[src/rtl/fir_ctrl_pkg.sv]
// Shared types for the FIR accelerator sequencing controller.
package fir_ctrl_pkg;

  localparam int unsigned FIR_LEN_WIDTH = 16;

  typedef enum logic [2:0] {
    ST_IDLE  = 3'd0,
    ST_CLR   = 3'd1,
    ST_LOAD  = 3'd2,
    ST_START = 3'd3,
    ST_RUN   = 3'd4,
    ST_DONE  = 3'd5
  } fir_ctrl_state_t;

  typedef struct packed {
    logic [FIR_LEN_WIDTH-1:0] len;
    logic                     reuse_taps;
  } fir_ctrl_cfg_t;

  typedef struct packed {
    logic            busy;
    logic            done;
    fir_ctrl_state_t state;
  } fir_ctrl_flags_t;

endpackage

[src/rtl/fir_ctrl_counter.sv]
// Output-handshake counter with synchronous clear, enable and terminal-count compare.
module fir_ctrl_counter #(
  parameter int unsigned WIDTH = 16
) (
  input  logic             clk_i,
  input  logic             rst_ni,
  input  logic             clear_i,
  input  logic             en_i,
  input  logic [WIDTH-1:0] term_i,
  output logic [WIDTH-1:0] count_o,
  output logic             tc_o
);

  logic [WIDTH-1:0] count_d, count_q;

  always_comb begin
    count_d = count_q;
    if (clear_i) begin
      count_d = '0;
    end else if (en_i) begin
      count_d = count_q + WIDTH'(1);
    end
  end

  always_ff @(posedge clk_i or negedge rst_ni) begin
    if (!rst_ni) begin
      count_q <= '0;
    end else begin
      count_q <= count_d;
    end
  end

  assign count_o = count_q;
  assign tc_o    = (count_q == term_i);

endmodule

[src/rtl/fir_ctrl.sv]
// FIR accelerator sequencer: tap reload via the h streamer, then x/y streaming
// for a programmed number of output samples, with done event and abort.
module fir_ctrl
  import fir_ctrl_pkg::*;
#(
  parameter int unsigned NB_TAPS   = 8,
  parameter int unsigned LEN_WIDTH = 16
) (
  input  logic                 clk_i,
  input  logic                 rst_ni,
  input  logic                 clear_i,
  input  logic                 start_i,
  input  logic [LEN_WIDTH-1:0] cfg_len_i,
  input  logic                 cfg_reuse_taps_i,
  input  logic                 tap_done_i,
  input  logic                 y_valid_i,
  input  logic                 y_ready_i,
  output logic                 clear_o,
  output logic                 h_start_o,
  output logic [LEN_WIDTH-1:0] h_len_o,
  output logic                 x_start_o,
  output logic                 y_start_o,
  output logic [LEN_WIDTH-1:0] len_o,
  output logic [LEN_WIDTH-1:0] y_count_o,
  output logic                 busy_o,
  output logic                 done_o,
  output logic [2:0]           state_o
);

  fir_ctrl_state_t      state_d, state_q;
  logic [LEN_WIDTH-1:0] len_d, len_q;
  logic                 taps_valid_d, taps_valid_q;
  logic                 cnt_clr, cnt_en, cnt_tc;
  logic                 y_hs;
  fir_ctrl_flags_t      flags;

  assign y_hs = y_valid_i & y_ready_i;

  fir_ctrl_counter #(
    .WIDTH (LEN_WIDTH)
  ) i_counter (
    .clk_i   (clk_i),
    .rst_ni  (rst_ni),
    .clear_i (cnt_clr),
    .en_i    (cnt_en),
    .term_i  (len_q - LEN_WIDTH'(1)),
    .count_o (y_count_o),
    .tc_o    (cnt_tc)
  );

  always_comb begin
    state_d      = state_q;
    len_d        = len_q;
    taps_valid_d = taps_valid_q;
    cnt_clr      = 1'b0;
    cnt_en       = 1'b0;
    // Abort wins over everything, including a coincident start.
    if (clear_i) begin
      state_d      = ST_IDLE;
      taps_valid_d = 1'b0;
      cnt_clr      = 1'b1;
    end else begin
      unique case (state_q)
        ST_IDLE: begin
          if (start_i) begin
            len_d   = cfg_len_i;
            cnt_clr = 1'b1;
            if (cfg_len_i == '0) begin
              state_d = ST_DONE;
            end else if (cfg_reuse_taps_i && taps_valid_q) begin
              state_d = ST_START;
            end else begin
              state_d = ST_CLR;
            end
          end
        end
        ST_CLR: begin
          taps_valid_d = 1'b0;
          state_d      = ST_LOAD;
        end
        ST_LOAD: begin
          if (tap_done_i) begin
            taps_valid_d = 1'b1;
            state_d      = ST_START;
          end
        end
        ST_START: state_d = ST_RUN;
        ST_RUN: begin
          if (y_hs) begin
            cnt_en = 1'b1;
            if (cnt_tc) begin
              state_d = ST_DONE;
            end
          end
        end
        ST_DONE: state_d = ST_IDLE;
        default: state_d = ST_IDLE;
      endcase
    end
  end

  always_ff @(posedge clk_i or negedge rst_ni) begin
    if (!rst_ni) begin
      state_q      <= ST_IDLE;
      len_q        <= '0;
      taps_valid_q <= 1'b0;
    end else begin
      state_q      <= state_d;
      len_q        <= len_d;
      taps_valid_q <= taps_valid_d;
    end
  end

  assign flags.busy  = (state_q != ST_IDLE);
  assign flags.done  = (state_q == ST_DONE);
  assign flags.state = state_q;

  assign clear_o   = clear_i | (state_q == ST_CLR);
  assign h_start_o = (state_q == ST_CLR);
  assign h_len_o   = LEN_WIDTH'(NB_TAPS);
  assign x_start_o = (state_q == ST_START);
  assign y_start_o = (state_q == ST_START);
  assign len_o     = len_q;
  assign busy_o    = flags.busy;
  assign done_o    = flags.done;
  assign state_o   = flags.state;

endmodule

[config.mk]
export PLATFORM = sky130hd
export DESIGN_NAME = fir_ctrl
export DESIGN_NICKNAME = d
export VERILOG_FILES = /design/src/rtl/fir_ctrl_pkg.sv /design/src/rtl/fir_ctrl_counter.sv /design/src/rtl/fir_ctrl.sv
export SDC_FILE = /design/constraint.sdc
export NUM_CORES = 1
export LEC_CHECK = 0
export CAP_MARGIN = 20
export CORE_ASPECT_RATIO = 1.5
export CORE_MARGIN = 4
export CORE_UTILIZATION = 51
export CTS_BUF_LIST = sky130_fd_sc_hd__clkbuf_4
export DETAILED_ROUTE_END_ITERATION = 10
export PLACE_DENSITY = 0.95
export RECOVER_POWER = 100
export SLEW_MARGIN = 20
export SYNTH_ARGS = -nofsm -noshare
export SYNTH_HDL_FRONTEND = slang
export SYNTH_SLANG_ARGS = --single-unit
export TNS_END_PERCENT = 20
[constraint.sdc]
create_clock -name clk_i -period 2.92 [get_ports clk_i]
set_input_delay 0.438 -clock clk_i [delete_from_list [all_inputs] [get_ports clk_i]]
set_output_delay 0.438 -clock clk_i [all_outputs]
set_load 0.02 [all_outputs]
==> results of run 1 <==
==> synth_stat cells (2+ instances only) <==
library cell  count
clkbuf_2          2
nand4_1           3
nand3_1          11
clkbuf_1          8
nand2b_1          4
xnor2_1          17
buf_4            17
nor3_1            6
xor2_1           16
nand2_1          12
nor2b_1           2
nor4_1            9
mux2i_1           5
a211oi_1          5
conb_1            2
a31oi_1           5
nor2_1           31
a21oi_1           5
o2111ai_1         3
ha_1              2
or4_1             2
or2_2             2
dfrtp_1          36
mux2_2           16
o21ai_0           5
nand3b_1          2
and3_1            3
inv_1             8
==> worst register-to-register path: stages, from the launching register on <==
cell,delay [ns]
dfrtp_1,0.48
inv_1,0.09
ha_1,0.43
or4b_2,0.62
nor4_1,0.25
xnor2_1,0.10
o32ai_1,0.12
a31oi_1,0.08
o31ai_2,0.26
==> through the flow <==
stage          worst slack [ns]   util  total power [mW]  cells
2_1_floorplan             0.764      -              1.69    274
3_5_place_dp              0.497  0.669              2.17    377
3_3_place_gp              0.600  0.669              2.13    377
4_1_cts                   0.470  0.680              2.43    385
5_1_grt                   0.249  0.676              2.52    385
6_report                  0.373  0.676              2.37    385
==> cells by family after synthesis <==
kind of cell,synth area share
xor+xnor,0.119
other cells,0.00310
fa+ha+maj,0.0103
mux,0.0951
compound gates,0.0992
buf+inv,0.0863
simple gates,0.214
flops,0.372
==> power groups by stage <==
| stage | registers [mW] | clock network (mW) | logic (mW) |
|---|---|---|---|
| CTS | 0.902 | 0.262 | 1.27 |
| global route | 0.924 | 0.283 | 1.31 |
| floorplan | 0.936 | 0 | 0.750 |
| global placement | 0.902 | 0 | 1.23 |
| finish | 0.902 | 0.261 | 1.21 |
| detailed placement | 0.912 | 0 | 1.26 |
==> per-layer routing <==
| metal | wire length [um] | GRT usage | vias up |
|---|---|---|---|
| li1 | - | - | 1009 |
| met1 | 2410 | 0.246 | 1010 |
| met2 | 3200 | 0.384 | 109 |
| met3 | 398 | 0.0449 | 26 |
| met4 | 221 | 0.111 | 0 |
| met5 | 0 | 0 | - |
==> worst paths after layout <==
| check | from | endpoint | slack, ns | depth (start not counted) |
|---|---|---|---|---|
| hold reg to reg | taps_valid_q | taps_valid_q | 0.56 | 2 |
| setup / recovery | state_o[2] | clear_o | 0.37 | 4 |
| min in group asynchronous | rst_ni | i_counter.count_o[3] | 1.15 | 2 |
| hold / removal | taps_valid_q | taps_valid_q | 0.56 | 2 |
| setup reg to reg | len_o[0] | state_o[0] | 0.40 | 8 |
| max in group asynchronous | rst_ni | i_counter.count_o[8] | 0.64 | 2 |
==> registers in the layout (all words and copies together), names as in the netlist <==
register,flops
i_counter.count_o,16
len_o,16
state_o,3
taps_valid_q,1
==> cell type report <==
class                           instances  area, um2  share of cell area
Inverter                                8       30.0             0.00978
Tap cell                               64       80.1              0.0261
Clock buffer                            5       37.5              0.0122
Sequential cell                        36        901               0.293
Multi-Input combinational cell        202       1360               0.442
Timing Repair Buffer                   67        652               0.212
Clock inverter                          3       13.8             0.00448
==> qor.txt, run 1 <==
Grt total ovfl = 0
DIE WIDTH = 64.3 um
Worst Path Required = 2.48 ns
Commonest cells after routing, fill and taps aside = dlygate4sd3_1 (44), dfrtp_1 (36), nor2_1 (31)
Layout cells sized above 1 = 0.0966
Detail Placement HPWL = 4740 um
# DRC = 0
Clock Path Buffers = 2
CP max FO = 12
Synth area leader = dfrtp_1
Vias in the first global route = 2207
FILL cells = 366
Slew margin rel. = -0.293
Num CTS Buffers = 5
Fin crit share = 0.872
Die height = 92.4 um
Crit path cell chain = nand2b_1 > nor2_1 > or2_2 > dlygate4sd3_1
Worst hold path type = register to register
Post-synth top area share = 0.372
Hold_buf cts = 0
CTS tree = built
Antenna-violating nets left = 0
Synth warn = 0
Core Rows = 30
Clock sinks = 36
Area growth syn-to-layout = 26.9%
# H-tree levels = 2
Area contributors post-synth = dfrtp_1 (37%), mux2_2 (7.4%), xnor2_1 (6.1%), xor2_1 (5.8%), buf_4 (5.3%)
DRT Pass-1 Iters = 4
Comb power frac = 0.510
Slowest stage cell, crit path = dlygate4sd3_1
Leakage dissipation = 1.29 nW
Fin Setup TNS = 0 ns
I/O pin total = 81
Count of cell types in the netlist = 49
Cell family with the largest share of critical-path delay = buffers and inverters
Data arrival, critical path = 2.11 ns
Routability congestion estimate = 0.937
Antenna Cells = 0
Internal cell power = 1.28 mW
Post-Place Cell Area = 3040 um2
Status = finished with violations
Starting Density = 0.533
Seq pwr share = 0.380
Net Sw Frac = 0.459
DRT Wirelength = 6240 um
Via count = 2154
Avg Inst Size Synth = 9.31 um2
Critical Path Start Type = register
Failing checks = capacitance limit, slew limit
Critical path class = register to output port
Max Fclk = 393 MHz
Post-Syn Instances = 260
EDFF count, synth = 0
Commonest non-fill, non-tap cell in the layout = dlygate4sd3_1
Slew at the pin closest to its max-slew limit = 1.94 ns
Cell Area, Synth = 2420 um2
Die area = 5940 um2
# setup viols final = 0
Post-CTS Setup Bufs = 0
Peak VDD IR = 0.600 mV
Register area share after synthesis = 0.372
Clock share of power = 0.110
GR Util All Layers = 0.218
Largest net degree at the start of global routing = 37
Most common flop cell mapped by yosys = dfrtp_1
Largest stage delay, worst path = 0.65 ns
Fin. Hold Viols = 0
Pwr Density = 772 nW/um2
Clock Skew = 0.0102 ns
Max-Cap Viols = 1
Drt wl/cell = 16.2 um
Final hold slack = 0.560 ns
CP Capture Type = output port
Clock Tree Root = clkbuf_4
Starting DRT DRC Count = 138
Reg clk slew, reported paths = 0.12 ns
NumNets Final = 346
Period minus WS final = 2.55 ns
Vias per cell = 5.59
Final instance area = 3070 um2
Initial antenna violation count = 0
Async SR Flop Fraction = 1.00
Max-slew violations = 37
Core ar. = 4540 um2
Number of I/O port buffers = 64
Unrepaired setup endpoints after global routing = no
Sw Pwr = 1.09 mW
Number of synthesized register bits = 36
First-pass GRT wire length = 10300 um
Worst skew pair latency = 0.35 ns
Crit path buf inv count = 1
Resized cells post-CTS = 0
No activity file was read; power rests on OpenSTA's default activity.
==> run 2: changes to the inputs <==
- CORE_UTILIZATION: 51 -> 35
- PLACE_DENSITY: 0.95 -> default
- PLACE_DENSITY_LB_ADDON: default -> 0.08
- SLEW_MARGIN: 20 -> default
==> qor.txt, run 2 (same netlist as run 1, synthesis figures left out) <==
Met1 WL = 2670 um
Slowest stage cell, crit path = or4b_2
Area growth syn-to-layout = 28.1%
Largest stage delay, worst path = 0.62 ns
Clock sinks = 36
Final Util = 0.468
Routed wl met3 = 338 um
DRT Wirelength = 6490 um
Failing checks = capacitance limit, slew limit
NumNets Final = 344
Vias per cell = 5.21
Peak VDD IR = 0.395 mV
Die height = 110 um
Worst skew pair latency = 0.35 ns
Worst hold start = len_o[15]
CTS tree = built
Pwr Density = 795 nW/um2
Num CTS Buffers = 5
Pre-CTS setup slack = 0.414 ns
Crit Reg-Reg Startpoint = len_o[0]
Core Rows = 36
Starting DRT DRC Count = 57
Fin. Hold Viols = 0
Clock Skew = 0.00955 ns
First-pass GRT wire length = 10900 um
Worst hold path type = register to register
Status = finished with violations
# H-tree levels = 2
Commonest cells after routing, fill and taps aside = dlygate4sd3_1 (43), dfrtp_1 (36), nor2_1 (31)
Initial antenna violation count = 0
Slew at the pin closest to its max-slew limit = 1.96 ns
Period minus WS final = 2.59 ns
Worst setup startpoint = len_o[0]
Reg clk slew, reported paths = 0.12 ns
DIE WIDTH = 75.9 um
Die area = 8340 um2
Post-route setup slack = 0.330 ns
Layout cells sized above 1 = 0.100
Critical path class = register to register
Critical Path Start Type = register
# DRC = 0
I/O pin total = 81
Post-CTS Setup Bufs = 0
Routability congestion estimate = 0.838
Max-Cap Viols = 1
GR Util All Layers = 0.161
Core ar. = 6620 um2
Clock Tree Root = clkbuf_4
Fin Setup TNS = 0 ns
Clock Path Buffers = 2
Fin crit share = 0.887
Hold_buf cts = 0
Worst Path Required = 3.16 ns
Max Fclk = 386 MHz
Grt total ovfl = 0
Leakage dissipation = 1.29 nW
CP max FO = 12
Detail Placement HPWL = 4990 um
Antenna Cells = 0
Via count = 2058
DRT Pass-1 Iters = 4
CP Capture Type = register
Data arrival, critical path = 2.83 ns
Unrepaired setup endpoints after global routing = no
Number of I/O port buffers = 64
Vias in the first global route = 2149
# setup viols final = 0
Non-filler cells, final = 395
Cells after DPL = 387
Hold path depth = 1
Starting Density = 0.366
Max-slew violations = 37
Resized cells post-CTS = 0
Largest net degree at the start of global routing = 37
Met2 Routed Length = 3400 um
Commonest non-fill, non-tap cell in the layout = dlygate4sd3_1
Antenna-violating nets left = 0
Top layer in use = met4
Slew margin rel. = -0.305
Worst R2R Path Depth = 8
Crit path cell chain = inv_1 > ha_1 > or4b_2 > nor4_1 > xnor2_1 > o32ai_1 > a31oi_1 > o31ai_2
Drt wl/cell = 16.4 um
-- run 2: cell types whose count changed in the layout (fill, tap and decap cells not counted), sizes merged --
cell / change
clkinv: -2
bufinv: +1
dlygate4sd3: -1
-- run 2: metrics by stage --
| step | power, mW | cell area, um2 | hold WS [ns] |
|---|---|---|---|
| after CTS | 2.56 | 3110 | 0.212 |
| after global placement | 2.17 | 3030 | 0.544 |
| after floorplan | 1.69 | 2470 | 0.142 |
| after global routing | 2.65 | 3100 | 0.592 |
| final | 2.46 | 3100 | 0.565 |
| after detailed placement | 2.18 | 3030 | 0.550 |
-- run 2: layout make-up --
| class | count | area (um2) |
|---|---|---|
| Inverter | 8 | 30.0 |
| Clock inverter | 2 | 35.0 |
| Multi-Input combinational cell | 202 | 1360 |
| Clock buffer | 6 | 45.0 |
| Timing Repair Buffer | 65 | 638 |
| Tap cell | 76 | 95.1 |
| Sequential cell | 36 | 901 |
| Fill cell | 668 | 3520 |
-- run 2: layer usage --
metal | up-vias | track usage
met5 | - | 0
li1 | 1005 | -
met2 | 68 | 0.292
met3 | 5 | 0.0344
met4 | 0 | 0.0509
met1 | 980 | 0.189
-- run 2: power by group --
| group | switching [mW] | internal [mW] |
|---|---|---|
| Combinational | 0.629 | 0.568 |
| Sequential | 0.278 | 0.625 |
| Clock | 0.176 | 0.189 |
-- run 2: path summary, 6_finish.rpt --
| path | end | slack [ns] |
|---|---|---|
| worst max-delay path | state_o[0] | 0.33 |
| worst min-delay path | len_o[15] | 0.56 |
| worst max register to register | state_o[0] | 0.33 |
| worst min register to register | len_o[15] | 0.56 |
| max in group asynchronous | len_o[8] | 1.17 |
| min in group asynchronous | i_counter.count_o[5] | 0.62 |
-- run 2: critical path: cells and delay by family (launching register included) --
family | cells | cell delay, ns
flip-flops | 1 | 0.51
buffers and inverters | 1 | 0.10
AND/OR/NAND/NOR | 2 | 0.87
adder cells (fa/ha/maj) | 1 | 0.46
XOR/XNOR | 1 | 0.16
AO/OA/AOI/OAI | 3 | 0.39
